`src/rtl/dec_trace_serializer.sv`:
```
// Retirement trace serializer: buffers 3-lane trace packets and emits one record per valid lane.
// Optional RV_TRACE_DROP_EN: never backpressure; drop packets when full and tag the next entry with ovf.
package dec_trace_pkg;
  typedef struct packed {
    logic [95:0] trace_rv_i_insn_ip;
    logic [95:0] trace_rv_i_address_ip;
    logic [2:0]  trace_rv_i_valid_ip;
    logic [2:0]  trace_rv_i_exception_ip;
    logic [4:0]  trace_rv_i_ecause_ip;
    logic [2:0]  trace_rv_i_interrupt_ip;
    logic [31:0] trace_rv_i_tval_ip;
  } trace_pkt_t;
endpackage

module dec_trace_serializer
  import dec_trace_pkg::*;
#(
  parameter int DEPTH = 2
) (
  input  logic        clk,
  input  logic        rst_l,
  input  trace_pkt_t  trace_in,
  output logic        trace_in_ready,
  output logic        out_valid,
  input  logic        out_ready,
  output logic [31:0] out_insn,
  output logic [31:0] out_addr,
  output logic [31:0] out_tval,
  output logic [4:0]  out_ecause,
  output logic        out_exception,
  output logic        out_interrupt,
  output logic [1:0]  out_lane,
  output logic        out_last,
  output logic        out_ovf,
  output logic [15:0] drop_cnt
);

`ifdef RV_TRACE_DROP_EN
  localparam bit DROP_EN = 1'b1;
`else
  localparam bit DROP_EN = 1'b0;
`endif

  localparam int PW = (DEPTH > 1) ? $clog2(DEPTH) : 1;
  localparam int CW = $clog2(DEPTH + 1);

  logic [PW-1:0]         wr_ptr_q, wr_ptr_d, rd_ptr_q, rd_ptr_d;
  logic [CW-1:0]         cnt_q, cnt_d;
  trace_pkt_t            mem_q [DEPTH];
  trace_pkt_t            mem_d [DEPTH];
  logic [DEPTH-1:0][2:0] mask_q, mask_d;
  logic [DEPTH-1:0]      ovf_q, ovf_d;
  logic                  pend_q, pend_d;
  logic [15:0]           drop_q, drop_d;

  trace_pkt_t  head;
  logic [2:0]  hmask, lsb;
  logic [1:0]  lane;
  logic        last, hs, pop, push, drop, present, full, full_eff, exc, irq;

  function automatic logic [PW-1:0] inc(input logic [PW-1:0] p);
    return (p == PW'(DEPTH - 1)) ? '0 : p + 1'b1;
  endfunction

  assign head    = mem_q[rd_ptr_q];
  assign hmask   = mask_q[rd_ptr_q];
  assign lsb     = hmask & (~hmask + 3'd1);
  assign lane    = lsb[0] ? 2'd0 : (lsb[1] ? 2'd1 : 2'd2);
  assign last    = (hmask & ~lsb) == 3'b000;
  assign present = |trace_in.trace_rv_i_valid_ip;
  assign full    = (cnt_q == CW'(DEPTH));

  assign out_valid = (cnt_q != '0);
  assign hs        = out_valid & out_ready;
  assign pop       = hs & last;
  // In drop mode a popping full FIFO still takes the new packet.
  assign full_eff  = full & ~pop;
  assign trace_in_ready = DROP_EN ? 1'b1 : ~full;
  assign push      = present & (DROP_EN ? ~full_eff : ~full);
  assign drop      = DROP_EN & present & full_eff;

  assign exc = head.trace_rv_i_exception_ip[lane];
  assign irq = head.trace_rv_i_interrupt_ip[lane];

  assign out_insn      = out_valid ? head.trace_rv_i_insn_ip[{lane, 5'b0} +: 32] : '0;
  assign out_addr      = out_valid ? head.trace_rv_i_address_ip[{lane, 5'b0} +: 32] : '0;
  assign out_exception = out_valid & exc;
  assign out_interrupt = out_valid & irq;
  assign out_tval      = (out_valid & (exc | irq)) ? head.trace_rv_i_tval_ip : '0;
  assign out_ecause    = (out_valid & (exc | irq)) ? head.trace_rv_i_ecause_ip : '0;
  assign out_lane      = out_valid ? lane : 2'd0;
  assign out_last      = out_valid & last;
  assign out_ovf       = DROP_EN & out_valid & ovf_q[rd_ptr_q];
  assign drop_cnt      = drop_q;

  always_comb begin
    mem_d    = mem_q;
    mask_d   = mask_q;
    ovf_d    = ovf_q;
    pend_d   = pend_q;
    drop_d   = drop_q;
    wr_ptr_d = wr_ptr_q;
    rd_ptr_d = rd_ptr_q;
    cnt_d    = cnt_q;
    // Handshake update first so a same-cycle push into the freed slot wins.
    if (hs) begin
      mask_d[rd_ptr_q] = hmask & ~lsb;
      ovf_d[rd_ptr_q]  = 1'b0;
    end
    if (pop) rd_ptr_d = inc(rd_ptr_q);
    if (push) begin
      mem_d[wr_ptr_q]  = trace_in;
      mask_d[wr_ptr_q] = trace_in.trace_rv_i_valid_ip;
      ovf_d[wr_ptr_q]  = pend_q;
      pend_d           = 1'b0;
      wr_ptr_d         = inc(wr_ptr_q);
    end
    if (drop) begin
      pend_d = 1'b1;
      if (drop_q != 16'hFFFF) drop_d = drop_q + 16'd1;
    end
    if (push && !pop)      cnt_d = cnt_q + 1'b1;
    else if (!push && pop) cnt_d = cnt_q - 1'b1;
  end

  always_ff @(posedge clk or negedge rst_l) begin
    if (!rst_l) begin
      wr_ptr_q <= '0;
      rd_ptr_q <= '0;
      cnt_q    <= '0;
      mask_q   <= '0;
      ovf_q    <= '0;
      pend_q   <= 1'b0;
      drop_q   <= '0;
    end else begin
      wr_ptr_q <= wr_ptr_d;
      rd_ptr_q <= rd_ptr_d;
      cnt_q    <= cnt_d;
      mask_q   <= mask_d;
      ovf_q    <= ovf_d;
      pend_q   <= pend_d;
      drop_q   <= drop_d;
    end
  end

  // Payload storage needs no reset; occupancy and masks gate its visibility.
  always_ff @(posedge clk) begin
    mem_q <= mem_d;
  end

endmodule

```
`config.mk`:
```
export PLATFORM = sky130hd
export DESIGN_NAME = dec_trace_serializer
export DESIGN_NICKNAME = d
export VERILOG_FILES = /design/src/rtl/dec_trace_serializer.sv
export SDC_FILE = /design/constraint.sdc
export NUM_CORES = 1
export LEC_CHECK = 0
export CORE_UTILIZATION = 50
export CTS_BUF_LIST = sky130_fd_sc_hd__clkbuf_4 sky130_fd_sc_hd__clkbuf_8
export DETAILED_ROUTE_END_ITERATION = 7
export PLACE_DENSITY = 0.81
export SLEW_MARGIN = 25
export SYNTH_ARGS = -nofsm -noshare
export SYNTH_HDL_FRONTEND = slang
export SYNTH_SLANG_ARGS = --single-unit
```
`constraint.sdc`:
```
create_clock -name clk -period 23.4 [get_ports clk]
set_input_delay 4.68 -clock clk [delete_from_list [all_inputs] [get_ports clk]]
set_output_delay 4.68 -clock clk [all_outputs]
set_load 0.005 [all_outputs]
```
-- Yosys cells after proc, flatten, opt, wreduce, memory -nomap -nowiden
Index checks and enable logic that the tools add are counted.
Widths: inputs -> output; s select.
- bits in registers: 486
- bits of input ports: 241
- output and inout port bits: 125
- word-level logic and storage cells: 92
- add/subtract/negate cells: 5
- $lt $le $gt $ge: 8
- equality and inequality tests: 1
- shifts and indexed selects: 2
- muxes and demuxes: 31
- bitwise logic cells: 15
- reduce and logical (&&, ||, !) cells: 11
- operator list (kind ; count):
    $mux 238 ; 4
    $bwmux 476 ; 1
    $demux 238 s1 ; 1
    $shiftx 96x8->32 ; 2
    $mux 32 ; 3
    $bwmux 6 ; 2
    $mux 3 ; 4
    $mux 6 ; 2
    $mux 2 ; 5
    $and 1x1->1 ; 7
    $and 3x3->3 ; 2
    $demux 3 s1 ; 2
    $not 3->3 ; 2
    $logic_and 1x1->1 ; 5
    $mux 5 ; 1
    $bmux 1 s2 ; 2
    $ge 2x2->1 const B ; 2
    $lt 1x2->1 const B ; 2
    $mux 1 ; 4
    $not 1->2 ; 2
    $reduce_bool 2->1 ; 2
    $add 3x1->3 const B ; 1
    $logic_not 3->1 ; 1
    $lt 2x3->1 const B ; 1
    10 further kinds ; 13

-- Depth between registers and ports, before layout
Gate-level depths: netlist (run 1).
- word-level depth: 12
- depth in mapped cells: 9
- mapped depth without buffers: 8

-- Worst setup path after synthesis (run 1)
OpenSTA, ideal clock, no wires.
- kind: input-to-reg
- start point: input port trace_in[45] (netlist name)
- end point: register mask_q[3] (netlist name)
- setup time: 838 ps
- arrival time: 23182 ps
- data required time: 22562 ps
- path slack: -620 ps
- stages: 3
- path buffers: 0
- path through: nor3_1 nor3b_1 o21ai_0
- RTL lines (item ; RTL line ; source):
    from (decl) ; 22 ; input trace_pkt_t trace_in,
    to (signal assigned) ; 139 ; mask_q <= mask_d;
    to (decl) ; 51 ; logic [DEPTH-1:0][2:0] mask_q, mask_d;

-- Worst setup path in the final report (run 1)
- start point: register rd_ptr_q
- end point: output port out_tval[20]
- cells in the longest elaborated chain, start to end: 12
- elaborated cells on any way between the ends: 18
- those cells by class: 1 x add/sub; 12 x mux; 5 x bitwise
- RTL lines (item ; RTL line ; source):
    from (decl) ; 47 ; logic [PW-1:0] wr_ptr_q, wr_ptr_d, rd_ptr_q, rd_ptr_d;
    from (signal assigned) ; 137 ; rd_ptr_q <= rd_ptr_d;
    $mux 3 (not written as such) (2 in a row) ; 66 ; assign hmask = mask_q[rd_ptr_q];
    $not 3->3 ; 67 ; assign lsb = hmask & (~hmask + 3'd1);
    $add 3x1->3 ; 67 ;
    $and 3x3->3 ; 67 ;
    $mux 2 (2 in a row) ; 68 ; assign lane = lsb[0] ? 2'd0 : (lsb[1] ? 2'd1 : 2'd2);
    $bmux 1 s2 (on tied branches) ; 82, 83 ;
    $mux 1 (on tied branches) ; 82, 83 ;
    $or 1x1->1 ; 89 ; assign out_tval = (out_valid & (exc | irq)) ? head.trace_rv_i_tval_ip : '0;
    $and 1x1->1 ; 89 ;
    $mux 32 (*) ; 89 ;
    to (decl) ; 28 ; output logic [31:0] out_tval,
Mark *: on every way between the ends. The rest lies on a longest branch, timed or not. The select of a mux whose other input is x is not followed.

==> summary.txt, run 1 <==
Status -> completed
P_leak -> 8.70 nW
I/O pin count -> 366
Final setup vio count -> 0
CP Class -> flip-flop to primary output
Sw frac -> 0.335
Drt total wl -> 43200 microns
GRT overflow -> 0
Synth-to-Final Area Change -> 28.6%
Synth area leaders -> edfxtp_1, mux2i_1, nand2_1
Layout cells sized above 1 -> 0.0987
Sink Count -> 480
Post-Place Setup Slack -> 14.66 ns
Max-cap viol count -> 0
Yosys top cell area share -> 0.741
Clk network pwr share -> 0.200
Drc violations -> 0
Design area -> 24500 sq um
Sequential fraction of design power -> 0.408
Detail Route Antenna Nets -> 0
Syn Inst Count -> 1164
Routed vias/inst -> 5.32
Die X-Extent -> 197 microns
Number of global-route vias before repair -> 12000
Met2 usage -> 0.368
Routed vias -> 11300
Port bufs -> 348
Avg Cell Area, Syn -> 16.4 sq um
Hold_buf cts -> 0
Starting DRT DRC Count -> 547
# rows -> 71
Chip height -> 197 microns
Drt pass-1 iters -> 5
Total Nets Final -> 1782
Starting Density -> 0.507
Pint -> 2.39 mW
Min Tclk post-route -> 9.34 ns
Final max-slew violation count -> 0
Initial antenna violation count -> 9
Core Region -> 37600 sq um
Worst Tran Pin Value -> 1.09 ns
Clock Pin Slew Worst Setup and Hold Paths -> 0.06 ns
Pwr/cell area -> 147 nW/um^2
Async set-or-reset flop fraction in the synthesized netlist -> 0.0208
PnR worst setup slack -> 14.06 ns
Final core occ -> 0.651
CTS tree -> done
RSZ-0062 raised after global routing -> false
Worst Path Arrival -> 4.66 ns
Number of synthesized register bits -> 480
Largest net degree at the start of global routing -> 78
Wire per inst -> 20.4 microns
Worst setup EP type -> primary output
Sw power -> 1.20 mW
Resize count post-CTS -> 0
Post-Layout Cell Count -> 2114
EDFF count, synth -> 470
Post-synth top area cell -> edfxtp_1
Sequential area share after synthesis -> 0.755
Yosys warning count -> 0
Critical Path Source Type -> flip-flop
Setup TNS -> 0 ns
Hold WS -> 0.538 ns
Placer Congestion -> 0.758
CTS buffer count -> 78
Comb pwr share -> 0.392
Max Clock Freq -> 0.107 GHz
Final period utilization -> 0.399
CTS max path bufs -> 3
Worst slew margin -> 0.276
DP Area -> 22900 sq um
Hold Fails Final Rpt -> 0
Tot GR Track Use -> 0.223
Required time of the critical path -> 18.72 ns
Synth Cell Area -> 19000 sq um
Hold WC Path Type -> flip-flop to flip-flop
CTS Root Cell -> clkbuf_8
Peak supply drop -> 0.128 mV
Crit-path max FO -> 71
Synth cell types -> 36
Final Skew -> 0.0176 ns
Post-DP HPWL -> 26800 microns
H-Tree Depth -> 3
Busiest metal layer after global routing -> met2
Power Total -> 3.59 mW
Met3 usage -> 0.0876
First-pass GRT wire length -> 65300 microns
Placed insts -> 1971
Clock Latency Late Sink -> 0.62 ns
Ys flop type -> edfxtp_1
Die area -> 38900 sq um
Setup repair bufs after CTS -> 0
GR Layer Usage met1 -> 0.258
## placed cells by master, fill, tap and decap left out, types with 7 or more instances in the layout
cell             count
a211oi_1            63
nand2_1            140
clkinv_2             9
dfrtp_1              7
buf_4               14
clkdlybuf4s50_1    348
clkinv_1            15
edfxtp_1           470
conb_1              17
clkbuf_4            28
clkbuf_8            81
a21oi_1             64
o21ai_0             11
nor2_1              46
mux2i_1            230
## path summary, 6_finish.rpt
path | to | cells after the start | slack [ns] | start
setup / recovery | out_tval[20] | 7 | 14.06 | rd_ptr_q
hold / removal | wr_ptr_q | 1 | 0.54 | wr_ptr_q
setup reg to reg | cnt_q[1] | 8 | 20.35 | rd_ptr_q
max in group asynchronous | mask_q[1] | 1 | 18.65 | rst_l
min in group asynchronous | cnt_q[1] | 1 | 4.38 | rst_l
hold reg to reg | wr_ptr_q | 1 | 0.54 | wr_ptr_q
## metal layers
layer | share of wire | wire [microns] | up-vias
met5 | 0.0015 | 65 | -
met4 | 0.032 | 1380 | 10
met3 | 0.10 | 4410 | 101
met2 | 0.49 | 21000 | 440
met1 | 0.38 | 16300 | 5499
li1 | - | - | 5205
## cell families (layout without fill, tap and decap cells)
logic type / after synthesis / after routing / share of synthesized area
flip-flops: 480 / 480 / 0.755
multiplexers: 235 / 235 / 0.125
AND/OR/NAND/NOR: 204 / 204 / 0.0421
AO/OA/AOI/OAI: 152 / 152 / 0.0511
buffers and inverters: 87 / 508 / 0.0248
XOR/XNOR: 4 / 4 / 0.00184
adder cells (fa/ha/maj): 1 / 1 / 0.000657
other: 1 / 19 / 0.000197
## cell type report
cell class                 count  area, sq um
antenna                        2         5.00
clock buffer                 109         1330
clock inverter                32          229
fill                        2554        13100
inverter                       3         11.3
multi-input combinational    613         4280
sequential                   480        14400
tap                          511          639
timing repair buffer         364         3610
## cell usage after synthesis, drive strengths merged (3+ instances only)
| library cell | n |
|---|---|
| o22ai | 5 |
| inv | 3 |
| a211oi | 65 |
| nand2 | 140 |
| mux2i | 231 |
| a21oi | 64 |
| clkbuf | 21 |
| nor2 | 47 |
| edfxtp | 470 |
| o21ai | 11 |
| dfrtp | 10 |
| xor2 | 3 |
| buf | 63 |
| mux2 | 4 |
| nor3 | 6 |
## registers in the layout, indices dropped and copies added, names as in the netlist
signal,count
cnt_q,2
mask_q,6
wr_ptr_q,1
mem_q,470
rd_ptr_q,1
## critical path, stage by stage (launching register included)
cell and delay, ns:
dfrtp_4 0.94, mux2_4 0.82, buf_4 0.71, o21ai_0 0.33
o311ai_4 0.17, buf_4 0.42, nor2_1 0.11, clkdlybuf4s50_1 0.48
## power groups by stage
stage | logic (mW) | clock network, mW | registers [mW]
floorplan | 0.804 | 0 | 1.57
CTS | 1.42 | 0.736 | 1.47
global route | 1.53 | 0.772 | 1.49
finish | 1.41 | 0.717 | 1.46
global placement | 1.39 | 0 | 1.47
detailed placement | 1.41 | 0 | 1.48
(Power assumes the default switching activity.)
==> run 2, diff against run 1 <==
==> constraint.sdc (replaced) <==
create_clock -name clk -period 8.9 [get_ports clk]
set_input_delay 1.78 -clock clk [delete_from_list [all_inputs] [get_ports clk]]
set_output_delay 1.78 -clock clk [all_outputs]
set_load 0.005 [all_outputs]
==> run 2 against run 1 <==
Against the previous run: final cell count down 0.43%; total power grew to 2.6 times the previous value; routed wire length up 1.8%; clock power increased to 2.6 times the previous value; die area stayed put; largest cell class unchanged; highest routed layer unchanged; sequential power increased to 2.6 times the previous value; clock-buffer cell count fell by 5; cell area is essentially flat; sequential share of layout area hardly changed.
==> summary.txt, run 2 (synthesized netlist as in run 1, its figures left out) <==
CTS buffer count -> 77
Final setup vio count -> 0
Inserted Diodes -> 0
Total Nets Final -> 1783
H-Tree Depth -> 3
CTS Root Cell -> clkbuf_8
Min Tclk post-route -> 5.63 ns
Register name with the most flops -> mem_q
Post-DP HPWL -> 27500 microns
Pwr/cell area -> 386 nW/um^2
Chip height -> 197 microns
Wire per inst -> 20.9 microns
Drc violations -> 0
Required time of the critical path -> 7.12 ns
Final Skew -> 0.0172 ns
Biggest regs -> mem_q x470, mask_q x6, cnt_q x2
Detail Route Antenna Nets -> 0
GRT overflow -> 0
Clock Latency Late Sink -> 0.62 ns
CP Class -> flip-flop to primary output
CTS tree -> done
Status -> completed
Resize count post-CTS -> 0
Worst slew margin -> 0.308
Max FFs per register -> 470
Drt pass-1 iters -> 5
# rows -> 71
CTS max path bufs -> 3
Port bufs -> 348
Number of global-route vias before repair -> 11900
Placer Congestion -> 0.779
Worst setup EP type -> primary output
Core Region -> 37600 sq um
Starting Density -> 0.507
Max Clock Freq -> 0.178 GHz
Starting DRT DRC Count -> 481
Synth-to-Final Area Change -> 28.5%
Worst Path Arrival -> 3.85 ns
Hold Fails Final Rpt -> 0
Drt total wl -> 44000 microns
Die X-Extent -> 197 microns
Final core occ -> 0.651
Hold_buf cts -> 0
Die area -> 38900 sq um
Peak supply drop -> 0.256 mV
Setup repair bufs after CTS -> 0
I/O pin count -> 366
RSZ-0062 raised after global routing -> false
Routed vias -> 11200
Most frequent cells in the layout -> edfxtp_1, clkdlybuf4s50_1, mux2i_1, nand2_1, clkbuf_8
Commonest non-fill, non-tap cell in the layout -> edfxtp_1
Largest net degree at the start of global routing -> 85
Crit-path max FO -> 65
Layout cells sized above 1 -> 0.0928
Setup TNS -> 0 ns
Worst Tran Pin Value -> 1.04 ns
Tot GR Track Use -> 0.227
Final period utilization -> 0.632
Critical Path Source Type -> flip-flop
Initial antenna violation count -> 2
Sink Count -> 480
Clock Pin Slew Worst Setup and Hold Paths -> 0.06 ns
First-pass GRT wire length -> 66200 microns
Final max-slew violation count -> 0
Hold WC Path Type -> flip-flop to flip-flop
Max-cap viol count -> 0
Routed vias/inst -> 5.34
# fillers -> 2578
P_leak -> 8.69 nW
## run 2: through the flow
step	cells	hold slack, ns	area [sq um]	worst slack (ns)	power, mW
floorplan	1180	0.456	19100	0.255	5.99
global placement	1972	0.524	22900	3.82	7.53
detailed placement	1973	0.533	22900	3.88	7.65
CTS	2105	0.549	24500	3.18	9.54
global route	2105	0.576	24500	3.01	9.96
finish	2105	0.544	24500	3.27	9.44
## run 2: path summary, 6_finish.rpt
| check | startpoint | endpoint | slack (ns) | depth (start not counted) |
|---|---|---|---|---|
| min reg2reg | cnt_q[1] | cnt_q[1] | 0.54 | 1 |
| min in group asynchronous | rst_l | mask_q[0] | 1.51 | 1 |
| max | rd_ptr_q | out_insn[16] | 3.27 | 5 |
| max in group asynchronous | rst_l | mask_q[1] | 7.00 | 1 |
| min | cnt_q[1] | cnt_q[1] | 0.54 | 1 |
| max reg2reg | rd_ptr_q | cnt_q[1] | 5.84 | 7 |
## run 2: layer usage
layer	up-vias	track usage	share of wire	routed length (microns)
met5	-	0	0.00055	24
met4	4	0.0879	0.025	1100
met3	82	0.0760	0.093	4090
met2	459	0.392	0.51	22300
met1	5519	0.262	0.38	16500
li1	5176	-	-	-
## run 2: area by class of cell
type                       instances  area, sq um  area share
sequential                       480        14400       0.588
multi-input combinational        613         4290       0.175
timing repair buffer             366         3640       0.149
clock buffer                     104         1270      0.0521
tap                              511          639      0.0261
clock inverter                    28          230     0.00941
inverter                           3         11.3    0.000460
## run 2: critical path, stage by stage, from the launching register on
cell and delay (ns):
dfrtp_4 1.03, mux2_4 0.48, buf_4 0.63, a21oi_1 0.11, a211oi_1 0.32, clkdlybuf4s50_1 0.56
## run 2: power breakdown
group / switching (mW) / total (mW) / internal, mW
clock: 0.815 / 1.86 / 1.04
sequential: 0.318 / 3.83 / 3.51
combinational: 2.02 / 3.75 / 1.73
==> RTL edit: new RTL, settings of run 1 <==
Change the parameter `DEPTH` from 2 to 4.
--- a/src/rtl/dec_trace_serializer.sv
+++ b/src/rtl/dec_trace_serializer.sv
@@ -15,7 +15,7 @@
 module dec_trace_serializer
   import dec_trace_pkg::*;
 #(
-  parameter int DEPTH = 2
+  parameter int DEPTH = 4
 ) (
   input  logic        clk,
   input  logic        rst_l,
Behaviour: not the same (a bounded check fails within 4 cycles, from zero or initial values and one cycle with rst_l low).
==> RTL edit against run 1 <==
Register-to-register slack worse by 2.1 ns; sequential share of layout area is 6.1 points higher; cell area rose by 81%; critical path depth is the same; sequential cell count increased by 479; area after synthesis grew 94%; total power grew 87%; worst setup slack got worse by 1.2 ns; wire length grew 94%; critical path type unchanged.
==> RTL edit: results (changes against run 1) <==
worst_clock_skew_ns: 0.0372  # +0.0195 ns
synth_enable_flop_cells: 940  # +100%
inv_count: 71  # +68
synthMuxAreaShare_pct: 11.5  # -0.92 points
ir_drop_mv: 0.144  # +12%
vias: 19600  # +74%
tightest_slew_ns: 1.09  # +0.00714 ns
place_congestion: 0.785  # +3.5%
grt.total_usage_pct: 22.2  # -0.092 points
clock_latency_ns: 0.81  # +0.19 ns
ff2ff_setup_slack_ns: 18.26  # -2.09 ns
grt_pass1_wl_um: 124000  # +90%
n_all_buffers: 369  # +1.4%
grt_max_degree: 117  # +50%
critPathArrivalTime_ns: 5.82  # +1.16 ns
drive_above_1_share_pct: 20.1  # +10 points
crit_path_end: "out_tval[16]"
fin_nets: 2451  # +38%
firstDrtPassIters: 5  # unchanged
internal_power_w: 0.00450  # +88%
clk-power_w: 0.00143  # +99%
use_met3_pct: 6.20  # -2.6 points
crit_start: "rd_ptr_q[1]"
drt-initial-drc-count: 1847  # +240%
status: "completed"
synthTopCellsByArea: "edfxtp_1 76%, mux4_2 11%, o221ai_1 2.8%"
final.clkbuf_count: 213  # +95%
ys_ff_latch: 959  # +100%
synth_compound_area_share_pct: 5.84  # +0.73 points
dp_slack_ns: 13.63  # -1.03 ns
synth_fa_ha_area_share_pct: 0.387  # +0.32 points
synth_cell_types: 35  # -2.8%
antenna_found_initial: 24  # +15
multiInputGateArea_um2: 7320  # +71%
r2r_cells: 10  # +2
numCtsBuffers: 154  # +97%
dpl.hpwl_um: 47300  # +76%
post-route-min-period_ns: 10.50  # +1.16 ns
largestRegisters: "mem_q (940), mask_q (12), cnt_q (3)"
multi_input_cells: 645  # +5.2%
synth_commonest_cells: "940 x edfxtp_1, 173 x mux4_2, 120 x o221ai_1"
use_met2_pct: 35.6  # -1.2 points
route.met2.wl_um: 41700  # +98%
ys_seq_area_share_pct: 77.8  # +2.3 points
cts_htree_levels: 4  # +1
post_cts_buffers: 0  # unchanged
clk_path_buf_depth: 3  # unchanged
crit_fanout: 76  # +7.0%
wl_um: 83700  # +94%
n_antenna_cell: 12  # +10
nFillCells: 4969  # +95%
power_frac_comb_pct: 38.3  # -0.9 points
buf_share_pct: 8.30  # -6.4 points
==> RTL edit: through the flow <==
step / cells / area [um2] / total power (W)
global route: 3290 / 44300 / 0.00701
floorplan: 1812 / 37000 / 0.00428
global placement: 3001 / 41200 / 0.00522
detailed placement: 3002 / 41200 / 0.00531
finish: 3291 / 44300 / 0.00670
CTS: 3278 / 44300 / 0.00674
==> RTL edit: how the worst min path moves through the flow <==
stage	startpoint	end	slack, ns	depth (start not counted)
global route	mask_q[9]	mask_q[9]	0.55	1
global placement	mask_q[0]	mask_q[0]	0.51	1
floorplan	mask_q[6]	mask_q[6]	0.50	1
CTS	mask_q[9]	mask_q[9]	0.54	1
detailed placement	mask_q[9]	mask_q[9]	0.53	1
finish	mask_q[0]	mask_q[0]	0.55	1
==> RTL edit: worst max-delay path, stage by stage, from the launching register on <==
cell and delay (ns):
dfrtp_4 0.92, buf_4 0.89, inv_2 0.70, mux4_2 0.70
a311oi_4 0.75, buf_8 0.25, and2_1 0.15, clkdlybuf4s50_1 0.50
